### config.mk
export PLATFORM = sky130hd
export DESIGN_NAME = alu_muldiv_flat
export DESIGN_NICKNAME = d
export VERILOG_FILES = /design/src/rtl/alu_pkg.sv /design/src/rtl/alu_muldiv_if.sv /design/src/rtl/muldiv_iter.sv /design/src/rtl/alu_muldiv.sv /design/src/flat_wrapper.sv
export SDC_FILE = /design/constraint.sdc
export NUM_CORES = 1
export LEC_CHECK = 0
export CORE_MARGIN = 2
export CORE_UTILIZATION = 43
export DETAILED_ROUTE_END_ITERATION = 6
export DONT_BUFFER_PORTS = 1
export PLACE_DENSITY = 0.57
export SLEW_MARGIN = 10
export SYNTH_ARGS = -nofsm -noshare
export SYNTH_HDL_FRONTEND = slang
export SYNTH_SLANG_ARGS = --single-unit
### constraint.sdc
create_clock -name clk -period 6.2 [get_ports clk]
set_input_delay 1.24 -clock clk [delete_from_list [all_inputs] [get_ports clk]]
set_output_delay 1.24 -clock clk [all_outputs]
set_load 0.01 [all_outputs]
### src/rtl/alu_pkg.sv
// rtl/alu_pkg.sv - op codes, FSM states and default width for the EX-stage ALU
package alu_pkg;

    localparam int ALU_WIDTH = 32;

    localparam int ALU_AND   = 0;
    localparam int ALU_OR    = 1;
    localparam int ALU_ADD   = 2;
    localparam int ALU_MFHI  = 3;
    localparam int ALU_MFLO  = 4;
    localparam int ALU_MULT  = 5;
    localparam int ALU_SUB   = 6;
    localparam int ALU_SLT   = 7;
    localparam int ALU_DIV   = 8;
    localparam int ALU_MULTU = 9;
    localparam int ALU_DIVU  = 10;
    localparam int ALU_SLTU  = 11;
    localparam int ALU_NOR   = 12;
    localparam int ALU_MTHI  = 13;
    localparam int ALU_MTLO  = 14;

    typedef enum logic [1:0] {
        S_IDLE,
        S_MUL,
        S_DIV,
        S_FIX
    } state_t;

endpackage

### src/rtl/alu_muldiv_if.sv
// rtl/alu_muldiv_if.sv - start/busy/done request bus between control unit and ALU
interface alu_muldiv_if #(
    parameter int WIDTH = 32,
    parameter int OPW   = 4
);
    logic             start;
    logic [OPW-1:0]   op;
    logic [WIDTH-1:0] in1;
    logic [WIDTH-1:0] in2;
    logic [WIDTH-1:0] result;
    logic             busy;
    logic             done;
    logic             div_zero;

    modport master (
        output start, op, in1, in2,
        input  result, busy, done, div_zero
    );

    modport slave (
        input  start, op, in1, in2,
        output result, busy, done, div_zero
    );
endinterface

### src/rtl/muldiv_iter.sv
// rtl/muldiv_iter.sv - iterative shift-add multiply / restoring divide datapath
module muldiv_iter import alu_pkg::*; #(
    parameter int WIDTH = ALU_WIDTH
) (
    input  logic             clk,
    input  logic             rst_n,
    input  logic             load,
    input  logic             step,
    input  logic             is_div,
    input  logic             is_signed,
    input  logic [WIDTH-1:0] a,
    input  logic [WIDTH-1:0] b,
    output logic             last,
    output logic [WIDTH-1:0] hi,
    output logic [WIDTH-1:0] lo
);
    localparam int CW = $clog2(WIDTH);

    logic [WIDTH-1:0]   acc;
    logic [WIDTH-1:0]   mq;
    logic [WIDTH-1:0]   opd;
    logic [CW-1:0]      cnt;
    logic               div_mode;
    logic               neg_lo;
    logic               neg_hi;
    logic               a_neg;
    logic               b_neg;
    logic [WIDTH-1:0]   a_mag;
    logic [WIDTH-1:0]   b_mag;
    logic [WIDTH:0]     sum;
    logic [WIDTH:0]     trial;
    logic [2*WIDTH-1:0] prod;
    logic [2*WIDTH-1:0] prod_fix;

    assign a_neg = is_signed & a[WIDTH-1];
    assign b_neg = is_signed & b[WIDTH-1];
    assign a_mag = a_neg ? -a : a;
    assign b_mag = b_neg ? -b : b;

    assign sum   = {1'b0, acc} + (mq[0] ? {1'b0, opd} : '0);
    // A borrow out of the top bit means the partial remainder stays as is.
    assign trial = {acc, mq[WIDTH-1]} - {1'b0, opd};

    assign last = (cnt == CW'(WIDTH - 1));

    always_ff @(posedge clk or negedge rst_n) begin
        if (!rst_n) begin
            acc      <= '0;
            mq       <= '0;
            opd      <= '0;
            cnt      <= '0;
            div_mode <= 1'b0;
            neg_lo   <= 1'b0;
            neg_hi   <= 1'b0;
        end else if (load) begin
            acc      <= '0;
            mq       <= a_mag;
            opd      <= b_mag;
            cnt      <= '0;
            div_mode <= is_div;
            neg_lo   <= a_neg ^ b_neg;
            neg_hi   <= is_div ? a_neg : (a_neg ^ b_neg);
        end else if (step) begin
            cnt <= cnt + 1'b1;
            if (div_mode) begin
                if (!trial[WIDTH]) begin
                    acc <= trial[WIDTH-1:0];
                    mq  <= {mq[WIDTH-2:0], 1'b1};
                end else begin
                    acc <= {acc[WIDTH-2:0], mq[WIDTH-1]};
                    mq  <= {mq[WIDTH-2:0], 1'b0};
                end
            end else begin
                acc <= sum[WIDTH:1];
                mq  <= {sum[0], mq[WIDTH-1:1]};
            end
        end
    end

    // Quotient and remainder carry separate signs; the product is negated as one.
    assign prod     = {acc, mq};
    assign prod_fix = neg_lo ? -prod : prod;

    assign hi = div_mode ? (neg_hi ? -acc : acc) : prod_fix[2*WIDTH-1:WIDTH];
    assign lo = div_mode ? (neg_lo ? -mq  : mq)  : prod_fix[WIDTH-1:0];

endmodule

### src/rtl/alu_muldiv.sv
// rtl/alu_muldiv.sv - clocked EX-stage ALU with iterative mul/div and HI/LO
module alu_muldiv import alu_pkg::*; #(
    parameter int WIDTH = ALU_WIDTH,
    parameter int OPW   = 4
) (
    input  logic       clk,
    input  logic       rst_n,
    alu_muldiv_if.slave bus
);
    state_t           state_q;
    state_t           state_d;
    logic [WIDTH-1:0] hi_q;
    logic [WIDTH-1:0] lo_q;
    logic [WIDTH-1:0] result_q;
    logic [WIDTH-1:0] simple_res;
    logic [WIDTH-1:0] fix_hi;
    logic [WIDTH-1:0] fix_lo;
    logic             busy_q;
    logic             done_q;
    logic             dz_q;
    logic             accept;
    logic             is_mul;
    logic             is_div;
    logic             is_signed;
    logic             div_by_zero;
    logic             load;
    logic             step;
    logic             last;

    assign accept      = bus.start && (state_q == S_IDLE);
    assign is_mul      = (bus.op == OPW'(ALU_MULT)) || (bus.op == OPW'(ALU_MULTU));
    assign is_div      = (bus.op == OPW'(ALU_DIV))  || (bus.op == OPW'(ALU_DIVU));
    assign is_signed   = (bus.op == OPW'(ALU_MULT)) || (bus.op == OPW'(ALU_DIV));
    assign div_by_zero = is_div && (bus.in2 == '0);

    muldiv_iter #(.WIDTH(WIDTH)) u_iter (
        .clk       (clk),
        .rst_n     (rst_n),
        .load      (load),
        .step      (step),
        .is_div    (is_div),
        .is_signed (is_signed),
        .a         (bus.in1),
        .b         (bus.in2),
        .last      (last),
        .hi        (fix_hi),
        .lo        (fix_lo)
    );

    always_ff @(posedge clk or negedge rst_n) begin
        if (!rst_n) state_q <= S_IDLE;
        else        state_q <= state_d;
    end

    always_comb begin
        state_d = state_q;
        load    = 1'b0;
        step    = 1'b0;
        case (state_q)
            S_IDLE: begin
                if (accept && is_mul) begin
                    load    = 1'b1;
                    state_d = S_MUL;
                end else if (accept && is_div && !div_by_zero) begin
                    load    = 1'b1;
                    state_d = S_DIV;
                end
            end
            S_MUL, S_DIV: begin
                step = 1'b1;
                if (last) state_d = S_FIX;
            end
            S_FIX:   state_d = S_IDLE;
            default: state_d = S_IDLE;
        endcase
    end

    always_comb begin
        simple_res = '0;
        case (bus.op)
            OPW'(ALU_AND):  simple_res = bus.in1 & bus.in2;
            OPW'(ALU_OR):   simple_res = bus.in1 | bus.in2;
            OPW'(ALU_ADD):  simple_res = bus.in1 + bus.in2;
            OPW'(ALU_SUB):  simple_res = bus.in1 - bus.in2;
            OPW'(ALU_SLT):  simple_res = {{(WIDTH-1){1'b0}}, ($signed(bus.in1) < $signed(bus.in2))};
            OPW'(ALU_SLTU): simple_res = {{(WIDTH-1){1'b0}}, (bus.in1 < bus.in2)};
            OPW'(ALU_NOR):  simple_res = ~(bus.in1 | bus.in2);
            OPW'(ALU_MFHI): simple_res = hi_q;
            OPW'(ALU_MFLO): simple_res = lo_q;
            OPW'(ALU_MTHI): simple_res = bus.in1;
            OPW'(ALU_MTLO): simple_res = bus.in1;
            default:        simple_res = '0;
        endcase
    end

    // Simple ops and divide-by-zero complete at the accept edge; mul/div at FIX.
    always_ff @(posedge clk or negedge rst_n) begin
        if (!rst_n) begin
            hi_q     <= '0;
            lo_q     <= '0;
            result_q <= '0;
            busy_q   <= 1'b0;
            done_q   <= 1'b0;
            dz_q     <= 1'b0;
        end else begin
            done_q <= 1'b0;
            busy_q <= (state_d != S_IDLE);
            if (state_q == S_FIX) begin
                hi_q     <= fix_hi;
                lo_q     <= fix_lo;
                result_q <= fix_lo;
                done_q   <= 1'b1;
                dz_q     <= 1'b0;
            end else if (accept && !load) begin
                done_q <= 1'b1;
                if (div_by_zero) begin
                    dz_q     <= 1'b1;
                    result_q <= lo_q;
                end else begin
                    dz_q     <= 1'b0;
                    result_q <= simple_res;
                    if (bus.op == OPW'(ALU_MTHI)) hi_q <= bus.in1;
                    if (bus.op == OPW'(ALU_MTLO)) lo_q <= bus.in1;
                end
            end
        end
    end

    assign bus.result   = result_q;
    assign bus.busy     = busy_q;
    assign bus.done     = done_q;
    assign bus.div_zero = dz_q;

endmodule

### src/flat_wrapper.sv
// flat-port wrapper written by rule: the top's interface ports become plain ports
module alu_muldiv_flat import alu_pkg::*;
#(
    parameter int WIDTH = ALU_WIDTH,
    parameter int OPW   = 4
)
  (clk, rst_n, bus_start, bus_op, bus_in1, bus_in2, bus_result, bus_busy, bus_done, bus_div_zero);
  alu_muldiv_if #(.WIDTH(WIDTH), .OPW(OPW)) bus_i ();
  input  logic clk;
  input  logic rst_n;
  input wire logic [$bits(bus_i.start)-1:0] bus_start;
  input wire logic [$bits(bus_i.op)-1:0] bus_op;
  input wire logic [$bits(bus_i.in1)-1:0] bus_in1;
  input wire logic [$bits(bus_i.in2)-1:0] bus_in2;
  output wire logic [$bits(bus_i.result)-1:0] bus_result;
  output wire logic [$bits(bus_i.busy)-1:0] bus_busy;
  output wire logic [$bits(bus_i.done)-1:0] bus_done;
  output wire logic [$bits(bus_i.div_zero)-1:0] bus_div_zero;
  assign bus_i.start = bus_start;
  assign bus_i.op = bus_op;
  assign bus_i.in1 = bus_in1;
  assign bus_i.in2 = bus_in2;
  assign bus_result = bus_i.result;
  assign bus_busy = bus_i.busy;
  assign bus_done = bus_i.done;
  assign bus_div_zero = bus_i.div_zero;
  alu_muldiv #(.WIDTH(WIDTH), .OPW(OPW)) u_core (.clk(clk), .rst_n(rst_n), .bus(bus_i));
endmodule
==> results of run 1 <==
-- state kept, by name, summed over array words and instances, names as in the netlist, 2 cells and up --
register           count
u_core.u_iter.cnt      5
u_core.u_iter.acc     32
u_core.state_q         2
u_core.bus.result     32
u_core.lo_q           32
u_core.u_iter.opd     32
u_core.hi_q           32
u_core.u_iter.mq      32
-- layout by cell type, fill, tap and decap left out, types with 46 or more instances in the layout --
| master | Yosys | final |
|---|---|---|
| dfrtp_1 | 205 | 204 |
| nor2_1 | 244 | 242 |
| o21ai_0 | 257 | 257 |
| nor3_1 | 51 | 46 |
| mux2i_1 | 98 | 98 |
| xor2_1 | 52 | 52 |
| ha_1 | 172 | 170 |
| xnor2_1 | 149 | 148 |
| o211ai_1 | 60 | 60 |
| a31oi_1 | 49 | 49 |
| nand2_1 | 287 | 286 |
| a21oi_1 | 229 | 229 |
| inv_1 | 147 | 147 |
-- area by class of cell --
| cell class | count | area [um^2] |
|---|---|---|
| clock inverter | 11 | 130 |
| sequential | 205 | 5130 |
| multi-input combinational | 2259 | 15200 |
| inverter | 150 | 563 |
| fill | 4941 | 26300 |
| tap | 664 | 831 |
| clock buffer | 35 | 736 |
| timing repair buffer | 28 | 223 |
-- per-stage QoR --
stage | worst slack, ps | hold WS, ps | total power, mW | util, % | area (um^2)
after floorplan | 2210 | 449 | 7.83 | - | 21500
after global placement | 1350 | 464 | 9.52 | 44.7 | 22000
after detailed placement | 1330 | 471 | 9.63 | 44.7 | 22000
after CTS | 1650 | 359 | 11.3 | 46.5 | 22900
after global routing | 1420 | 354 | 12.3 | 46.5 | 22900
final | 1560 | 368 | 11.4 | 46.5 | 22900
-- where the power goes --
part           switching [mW]  leakage (nW)  internal, mW  total [mW]
clock                   0.661         0.434         0.951        1.61
sequential              0.996          2.49          2.02        3.01
combinational            3.98          6.51          2.79        6.77
-- kinds of logic (layout without fill, tap and decap cells) --
group	after synthesis	in the layout	synth area share (%)
AO/OA/AOI/OAI	942	942	28.3
XOR/XNOR	201	201	8.19
adder cells (fa/ha/maj)	176	176	10.4
buffers and inverters	314	224	5.70
flip-flops	205	205	23.9
multiplexers	119	119	5.66
AND/OR/NAND/NOR	821	821	17.9
-- routing by layer --
layer	GRT usage, %	routed length, um	part of all wire, %
met1	43.2	36700	42
met2	53.8	39600	45
met3	6.10	6690	7.7
met4	14.8	4380	5.0
met5	0	0	0
-- worst paths after layout --
| check | from | end | slack (ps) |
|---|---|---|---|
| min in group clk | u_core.u_iter.opd[10] | u_core.u_iter.opd[10] | 480 |
| setup reg to reg | u_core.u_iter.mq[31] | u_core.u_iter.acc[16] | 1560 |
| setup / recovery | u_core.u_iter.mq[31] | u_core.u_iter.acc[16] | 1560 |
| max in group asynchronous | rst_n | u_core.bus.result[5] | 5450 |
| hold reg to reg | u_core.u_iter.opd[10] | u_core.u_iter.opd[10] | 480 |
| hold / removal | rst_n | u_core.u_iter.acc[29] | 370 |
-- worst max-delay path, cell delays in order (launching register included) --
cell	delay, ps
dfrtp_1	490
inv_1	220
ha_1	240
inv_1	60
fa_1	420
a211oi_1	320
o211ai_1	160
nand4_1	190
nand2b_1	180
a211o_1	410
a31oi_1	300
xnor2_2	140
buf_4	490
nand2_1	360
o221a_2	400
a21oi_1	140
==> impl_metrics.json, run 1 <==
{
  "start_util_pct": 43.7,
  "synth.most_common_cell": "nand2_1",
  "ios": 106,
  "synth_common_cells": "287 x nand2_1, 257 x o21ai_0, 244 x nor2_1",
  "ys_types": 91,
  "ys_ff_latch": 205,
  "synthFlopType": "dfrtp_1",
  "grt.overflow.total": 0,
  "drt_first_pass_iters": 7,
  "crit_fanout": 40,
  "cts_tree": "yes",
  "drc_errors": 6,
  "hold_buffers": 0,
  "syn_to_final_growth_pct": 6.33,
  "crit_required_ps": 6670,
  "antennaDiodeCount": 0,
  "reg2reg_depth": 15,
  "cp-end-kind": "flop",
  "synth_edf_count": 0,
  "clk_latency_ps": 570,
  "rsz0062_at_grt": "no",
  "first_global_vias": 20800,
  "powerDensity_nw_per_um2": 498,
  "rows": 81,
  "vias": 21600,
  "cts_made_buffers": 27,
  "grtUsageTotal_pct": 33.3,
  "yosys.area.top_type": "dfrtp_1",
  "grt_pass1_wl_um": 130000,
  "clock-sinks": 205,
  "cts_max_path_buffers": 3,
  "crit_type": "reg2reg",
  "clock.fmax_mhz": 215,
  "synthArstFlopShare_pct": 100,
  "placed_cells": 3306,
  "cts-root-buf": "clkbuf_16",
  "synthTopCellsByArea": "dfrtp_1 24%, ha_1 10%, xnor2_1 6.1%",
  "fp.dieW_um": 228,
  "core_area_um2": 49200,
  "drt_wl_total_um": 87400,
  "fin_cells": 3352,
  "finalNetCount": 2918,
  "yosysWarningCount": 0,
  "violations": "design-rule violations",
  "drive_above_1_share_pct": 5.84,
  "finClkSkew_ps": 22.9,
  "hpwl_um": 66100,
  "worstSetupStartpointType": "flop",
  "ys_seq_area_share_pct": 23.9,
  "final-hold-violation-count": 0,
  "antenna_found_initial": 0,
  "slew-limit-headroom_pct": 23.7,
  "drt_iter0_drc": 2347,
  "grt_max_degree": 206,
  "worstMarginPinSlew_ps": 1130,
  "cts_resized": 0,
  "status": "finished with violations",
  "fin_crit_sh_pct": 74.9,
  "postCtsSetupRepairBufs": 0,
  "cp.arrival_ps": 5120,
  "synth_nets": 3025,
  "via_per_inst": 6.44,
  "tns_ps": 0,
  "port_buffers": 0,
  "gp_congestion": 1.00,
  "clkSlewWorstSetupHoldPaths_ps": 60,
  "synth.avg_cell_area_um2": 7.74,
  "wl_per_cell_um": 26.1,
  "slew_viol_final": 0,
  "drv_cap": 0,
  "period_minus_slack_ps": 4640,
  "dieArea_um2": 51800,
  "setup_viol_count_final": 0,
  "ir_drop_uv": 309,
  "p_leak_nw": 9.44,
  "htree_levels": 1,
  "syn_inst": 2778,
  "die_h_um": 228,
  "synth_top_area_share_pct": 23.9,
  "antenna_left": 0,
  "syn_area_um2": 21500,
  "hp-class": "in2async"
}
No activity file was read; power rests on OpenSTA's default activity.
==> inputs of run 2 (changes only) <==
--- a/config.mk
+++ b/config.mk
@@ -9,7 +9,7 @@
 export CORE_UTILIZATION = 43
 export DETAILED_ROUTE_END_ITERATION = 6
 export DONT_BUFFER_PORTS = 1
-export PLACE_DENSITY = 0.57
+export PLACE_DENSITY = 0.59
 export SLEW_MARGIN = 10
 export SYNTH_ARGS = -nofsm -noshare
 export SYNTH_HDL_FRONTEND = slang
==> constraint.sdc (replaced) <==
create_clock -name clk -period 4.1 [get_ports clk]
set_input_delay 0.82 -clock clk [delete_from_list [all_inputs] [get_ports clk]]
set_output_delay 0.82 -clock clk [all_outputs]
set_load 0.01 [all_outputs]
==> run 2 against run 1 <==
The run ends with design-rule violations, negative hold slack left. Combinational power up 60%. Sequential share of layout area down 0.70 points. Register-to-register slack worse by 1300 ps. Clock-buffer cell count up 1. First-iteration DRC count up 6.1%. Clock skew down 10 ps. Hold slack worse by 430 ps. Critical path type unchanged.
==> impl_metrics.json, run 2 (synthesis results as in run 1) <==
{
  "drive_above_1_share_pct": 8.60,
  "vias": 22000,
  "r2r_end": "u_core.u_iter.acc[29]",
  "postCtsSetupRepairBufs": 0,
  "antenna_found_initial": 1,
  "finClkSkew_ps": 12.9,
  "grt_max_degree": 206,
  "rsz0062_at_grt": "no",
  "hp-class": "in2async",
  "reg2reg_depth": 14,
  "start_util_pct": 43.7,
  "powerDensity_nw_per_um2": 755,
  "clkSlewWorstSetupHoldPaths_ps": 60,
  "first_global_vias": 21400,
  "cp.arrival_ps": 4330,
  "die_h_um": 228,
  "cts_resized": 0,
  "cts-root-buf": "clkbuf_16",
  "htree_levels": 1,
  "tns_ps": 0,
  "drc_errors": 3,
  "setup_viol_count_final": 0,
  "final_common_cell": "nand2_1",
  "antenna_left": 0,
  "clock-sinks": 205,
  "critical_path.endpoint": "u_core.u_iter.acc[29]",
  "drt_wl_total_um": 88000,
  "whs_ps": -62.8,
  "rrSetupSlack_ps": 220,
  "period_minus_slack_ps": 3880,
  "worstSetupStartpointType": "flop",
  "r2r_start": "u_core.u_iter.mq[0]",
  "hpwl_um": 67500,
  "antennaDiodeCount": 0,
  "cts_tree": "yes",
  "grtUsageTotal_pct": 33.6,
  "grt.overflow.total": 0,
  "gp_congestion": 1.07,
  "syn_to_final_growth_pct": 9.73,
  "crit_type": "reg2reg",
  "grt_pass1_wl_um": 132000,
  "dieArea_um2": 51800,
  "ir_drop_uv": 517,
  "fin_cells": 3433,
  "cts_made_buffers": 27,
  "final-hold-violation-count": 52,
  "wl_per_cell_um": 25.6,
  "core_area_um2": 49200,
  "slew_viol_final": 0,
  "worstMarginPinSlew_ps": 1130,
  "fp.dieW_um": 228,
  "crit_fanout": 5,
  "drt_iter0_drc": 2490,
  "crit_required_ps": 4550,
  "clock.fmax_mhz": 258,
  "violations": "design-rule violations, negative hold slack",
  "via_per_inst": 6.42,
  "cp-end-kind": "flop",
  "startpoint": "u_core.u_iter.mq[0]",
  "placed_cells": 3385,
  "port_buffers": 0,
  "slew-limit-headroom_pct": 24.0,
  "fin_crit_sh_pct": 94.7,
  "fill_cells": 4928,
  "status": "finished with violations",
  "finalNetCount": 2997,
  "drv_cap": 0,
  "p_leak_nw": 9.88,
  "cts_max_path_buffers": 3,
  "final_cell_mix": "287 x nand2_1, 257 x o21ai_0, 242 x nor2_1",
  "drt_first_pass_iters": 7,
  "clk_latency_ps": 570,
  "rows": 81,
  "ios": 106
}
## run 2: final cells by class
class	count	area (um^2)	area share, %
Multi-Input combinational cell	2259	15200	64.6
Sequential cell	205	5130	21.8
Timing Repair Buffer	107	903	3.83
Tap cell	664	831	3.52
Clock buffer	36	759	3.22
Inverter	150	563	2.39
Clock inverter	12	166	0.705
## run 2: metal layers
layer	wire length [um]	up-vias	GRT usage [%]
met5	8	-	0
met4	5070	2	17.3
met3	7680	260	7.58
met2	39100	1088	52.9
met1	36200	10600	43.2
li1	-	10100	-
## run 2: worst max-delay path, stage by stage (launching register included)
cell and delay, ps:
dfrtp_1 390, buf_4 200, and2_1 150, ha_1 210
fa_1 430, a211o_1 310, a21oi_1 380, a221oi_1 160
nor2_1 300, a31oi_1 240, a21oi_1 340, o21ai_0 200
xnor2_1 160, mux2i_1 90, a22o_1 200
## run 2: how the worst min path moves through the flow
stage / startpoint / to / slack [ps] / cells after the start
after global placement: u_core.lo_q[27] / u_core.lo_q[27] / 460 / 2
after floorplan: u_core.lo_q[13] / u_core.lo_q[13] / 450 / 2
final: rst_n / u_core.bus.result[2] / -60 / 0
after global routing: rst_n / u_core.lo_q[5] / -70 / 0
after CTS: rst_n / u_core.lo_q[5] / -80 / 0
after detailed placement: u_core.lo_q[13] / u_core.lo_q[13] / 470 / 2
## run 2: per-stage QoR
stage	power, mW	utilization (%)	area (um^2)	setup WS [ps]
global placement	14.8	46.1	22700	159
finish	17.8	48.0	23600	219
global route	19.1	48.0	23600	23.2
floorplan	11.8	-	21500	535
CTS	17.6	48.0	23600	274
detailed placement	14.9	46.1	22700	189
## run 2: power by group
group          switching [mW]  internal (mW)  total [mW]
sequential               1.35           3.05        4.40
clock                    1.05           1.54        2.59
combinational            6.30           4.52        10.8
==> inputs of run 3 (changes only) <==
--- a/config.mk
+++ b/config.mk
@@ -9,7 +9,7 @@
 export CORE_UTILIZATION = 43
 export DETAILED_ROUTE_END_ITERATION = 6
 export DONT_BUFFER_PORTS = 1
-export PLACE_DENSITY = 0.59
+export GPL_ROUTABILITY_DRIVEN = 0
 export SLEW_MARGIN = 10
 export SYNTH_ARGS = -nofsm -noshare
 export SYNTH_HDL_FRONTEND = slang
==> run 3 against run 2 <==
The run ends with design-rule violations left. Highest routed layer is now met4. Core utilization up 0.16 points. Largest cell class unchanged. Total power down 0.46%. Sequential power down 1%. Sequential share of layout area down 0.071 points. Non-clock buffer count up 19. Clock power down 10%. Routed wire length down 4.7%. Final cell count up 0.58%. Largest power group unchanged. Clock skew up 18 ps. Worst setup slack worse by 54 ps. Flip-flop and latch count unchanged. Critical path depth up 1.
==> impl_metrics.json, run 3 (synthesis results as in run 1) <==
{
  "status": "finished with violations",
  "violations": "design-rule violations",
  "grtUsageTotal_pct": 31.4,
  "final-hold-violation-count": 0,
  "period_minus_slack_ps": 3940,
  "r2r_start": "u_core.u_iter.mq[31]",
  "critPathSlowestCell": "dfrtp_1",
  "drt_wl_total_um": 83900,
  "grt.overflow.total": 0,
  "clkSlewWorstSetupHoldPaths_ps": 70,
  "powerDensity_nw_per_um2": 749,
  "antenna_left": 0,
  "worstSetupStartpointType": "flop",
  "drive_above_1_share_pct": 9.25,
  "ios": 106,
  "via_per_inst": 6.45,
  "reg2reg_depth": 15,
  "finClkSkew_ps": 30.8,
  "path_cells": "inv_1 > ha_1 > inv_1 > fa_1 > a211oi_2 > o211ai_1 > nand4_1 > nand2b_1 > a211o_1 > a31oi_2 > xnor2_4 > buf_4 > mux2_2 > mux2i_1 > a21oi_1",
  "syn_to_final_growth_pct": 10.1,
  "start_util_pct": 43.7,
  "clock-sinks": 205,
  "cts-root-buf": "clkbuf_16",
  "dieArea_um2": 51800,
  "cts_max_path_buffers": 3,
  "cp.arrival_ps": 4340,
  "finalNetCount": 3016,
  "cts_tree": "yes",
  "cp_top_family": "compound AO/OA/AOI/OAI gates",
  "fin_crit_sh_pct": 96.0,
  "first_global_vias": 21200,
  "antenna_found_initial": 0,
  "drv_cap": 0,
  "cts_made_buffers": 27,
  "grt_pass1_wl_um": 125000,
  "ir_drop_uv": 421,
  "startpoint": "u_core.u_iter.mq[31]",
  "hp-class": "in2async",
  "p_leak_nw": 9.92,
  "die_h_um": 228,
  "tns_ps": 0,
  "crit_type": "reg2reg",
  "drt_iter0_drc": 2845,
  "drc_errors": 5,
  "fp.dieW_um": 228,
  "rows": 81,
  "cp-end-kind": "flop",
  "crit_fanout": 11,
  "clk_latency_ps": 580,
  "postCtsSetupRepairBufs": 0,
  "slew-limit-headroom_pct": 34.3,
  "grt_max_degree": 206,
  "htree_levels": 1,
  "power_mw": 17.7,
  "clock.fmax_mhz": 254,
  "vias": 22300,
  "core_area_um2": 49200,
  "port_buffers": 0,
  "hpwl_um": 63500,
  "wl_per_cell_um": 24.3,
  "final_util_pct": 48.1,
  "crit_required_ps": 4500,
  "drt_first_pass_iters": 7,
  "final_common_cell": "nand2_1",
  "cp_num_cells": 15,
  "critPathMostFrequentCell": "inv_1",
  "setup_viol_count_final": 0,
  "slew_viol_final": 0,
  "crit_buf_inv": 3,
  "slowest_delay_ps": 430,
  "worstMarginPinSlew_ps": 982,
  "final_cell_mix": "286 x nand2_1, 257 x o21ai_0, 242 x nor2_1"
}
[run 3: changes by cell type in the layout (fill, tap and decap cells not counted), sizes merged]
cell,before,now
buf,107,126
bufinv,4,1
clkinvlp,1,3
diode,0,1
inv,148,149
[run 3: cell type report]
class                   instances  area, um^2
fillers                      4832       25500
clock buffers                  36         729
multi-input cells            2259       15300
well taps                     664         831
inverters                     150         563
flip-flops and latches        205        5130
repair buffers                126        1050
clock inverters                12        96.3
diodes                          1        2.50
[run 3: what timing repair did]
action / in CTS / in global routing
gates resized for setup: 0 / 5
endpoints found under the hold margin: 205 / 102
setup endpoints to repair: 0 / 19
[run 3: metal layers]
metal / track usage, % / up-vias / share of wire (%)
met5: 0 / - / 0
met4: 15.8 / 0 / 5.6
met1: 41.8 / 10600 / 41
met3: 6.91 / 277 / 10
met2: 48.0 / 1242 / 43
li1: - / 10100 / -
[run 3: report_power, final]
group	internal (mW)	total [mW]	switching, mW	leakage, nW
Sequential	3.05	4.35	1.30	2.49
Combinational	4.63	11.1	6.43	7.02
Clock	1.31	2.32	1.01	0.402
[run 3: worst register-to-register path: stages, from the launching register on]
cell      delay [ps]
dfrtp_1          430
inv_1            110
ha_1             200
inv_1             60
fa_1             430
a211oi_2         280
o211ai_1         120
nand4_1          140
nand2b_1         140
a211o_1          390
a31oi_2          350
xnor2_4          270
buf_4            270
mux2_2           350
mux2i_1          130
a21oi_1           90
[run 3: final timing paths]
check | endpoint | slack (ps)
max | u_core.u_iter.acc[27] | 160
min | u_core.bus.result[7] | 170
max reg2reg | u_core.u_iter.acc[27] | 160
min reg2reg | u_core.u_iter.opd[4] | 480
max in group asynchronous | u_core.u_iter.div_mode | 3360
min in group clk | u_core.u_iter.opd[31] | 430
[run 3: metrics by stage]
stage	setup slack, ps	hold slack [ps]	area [um^2]	std cells
floorplan	535	449	21500	2778
global placement	253	462	22800	3402
detailed placement	163	470	22800	3402
CTS	114	-77.9	23600	3450
global route	-44.1	214	23700	3452
finish	165	172	23700	3453
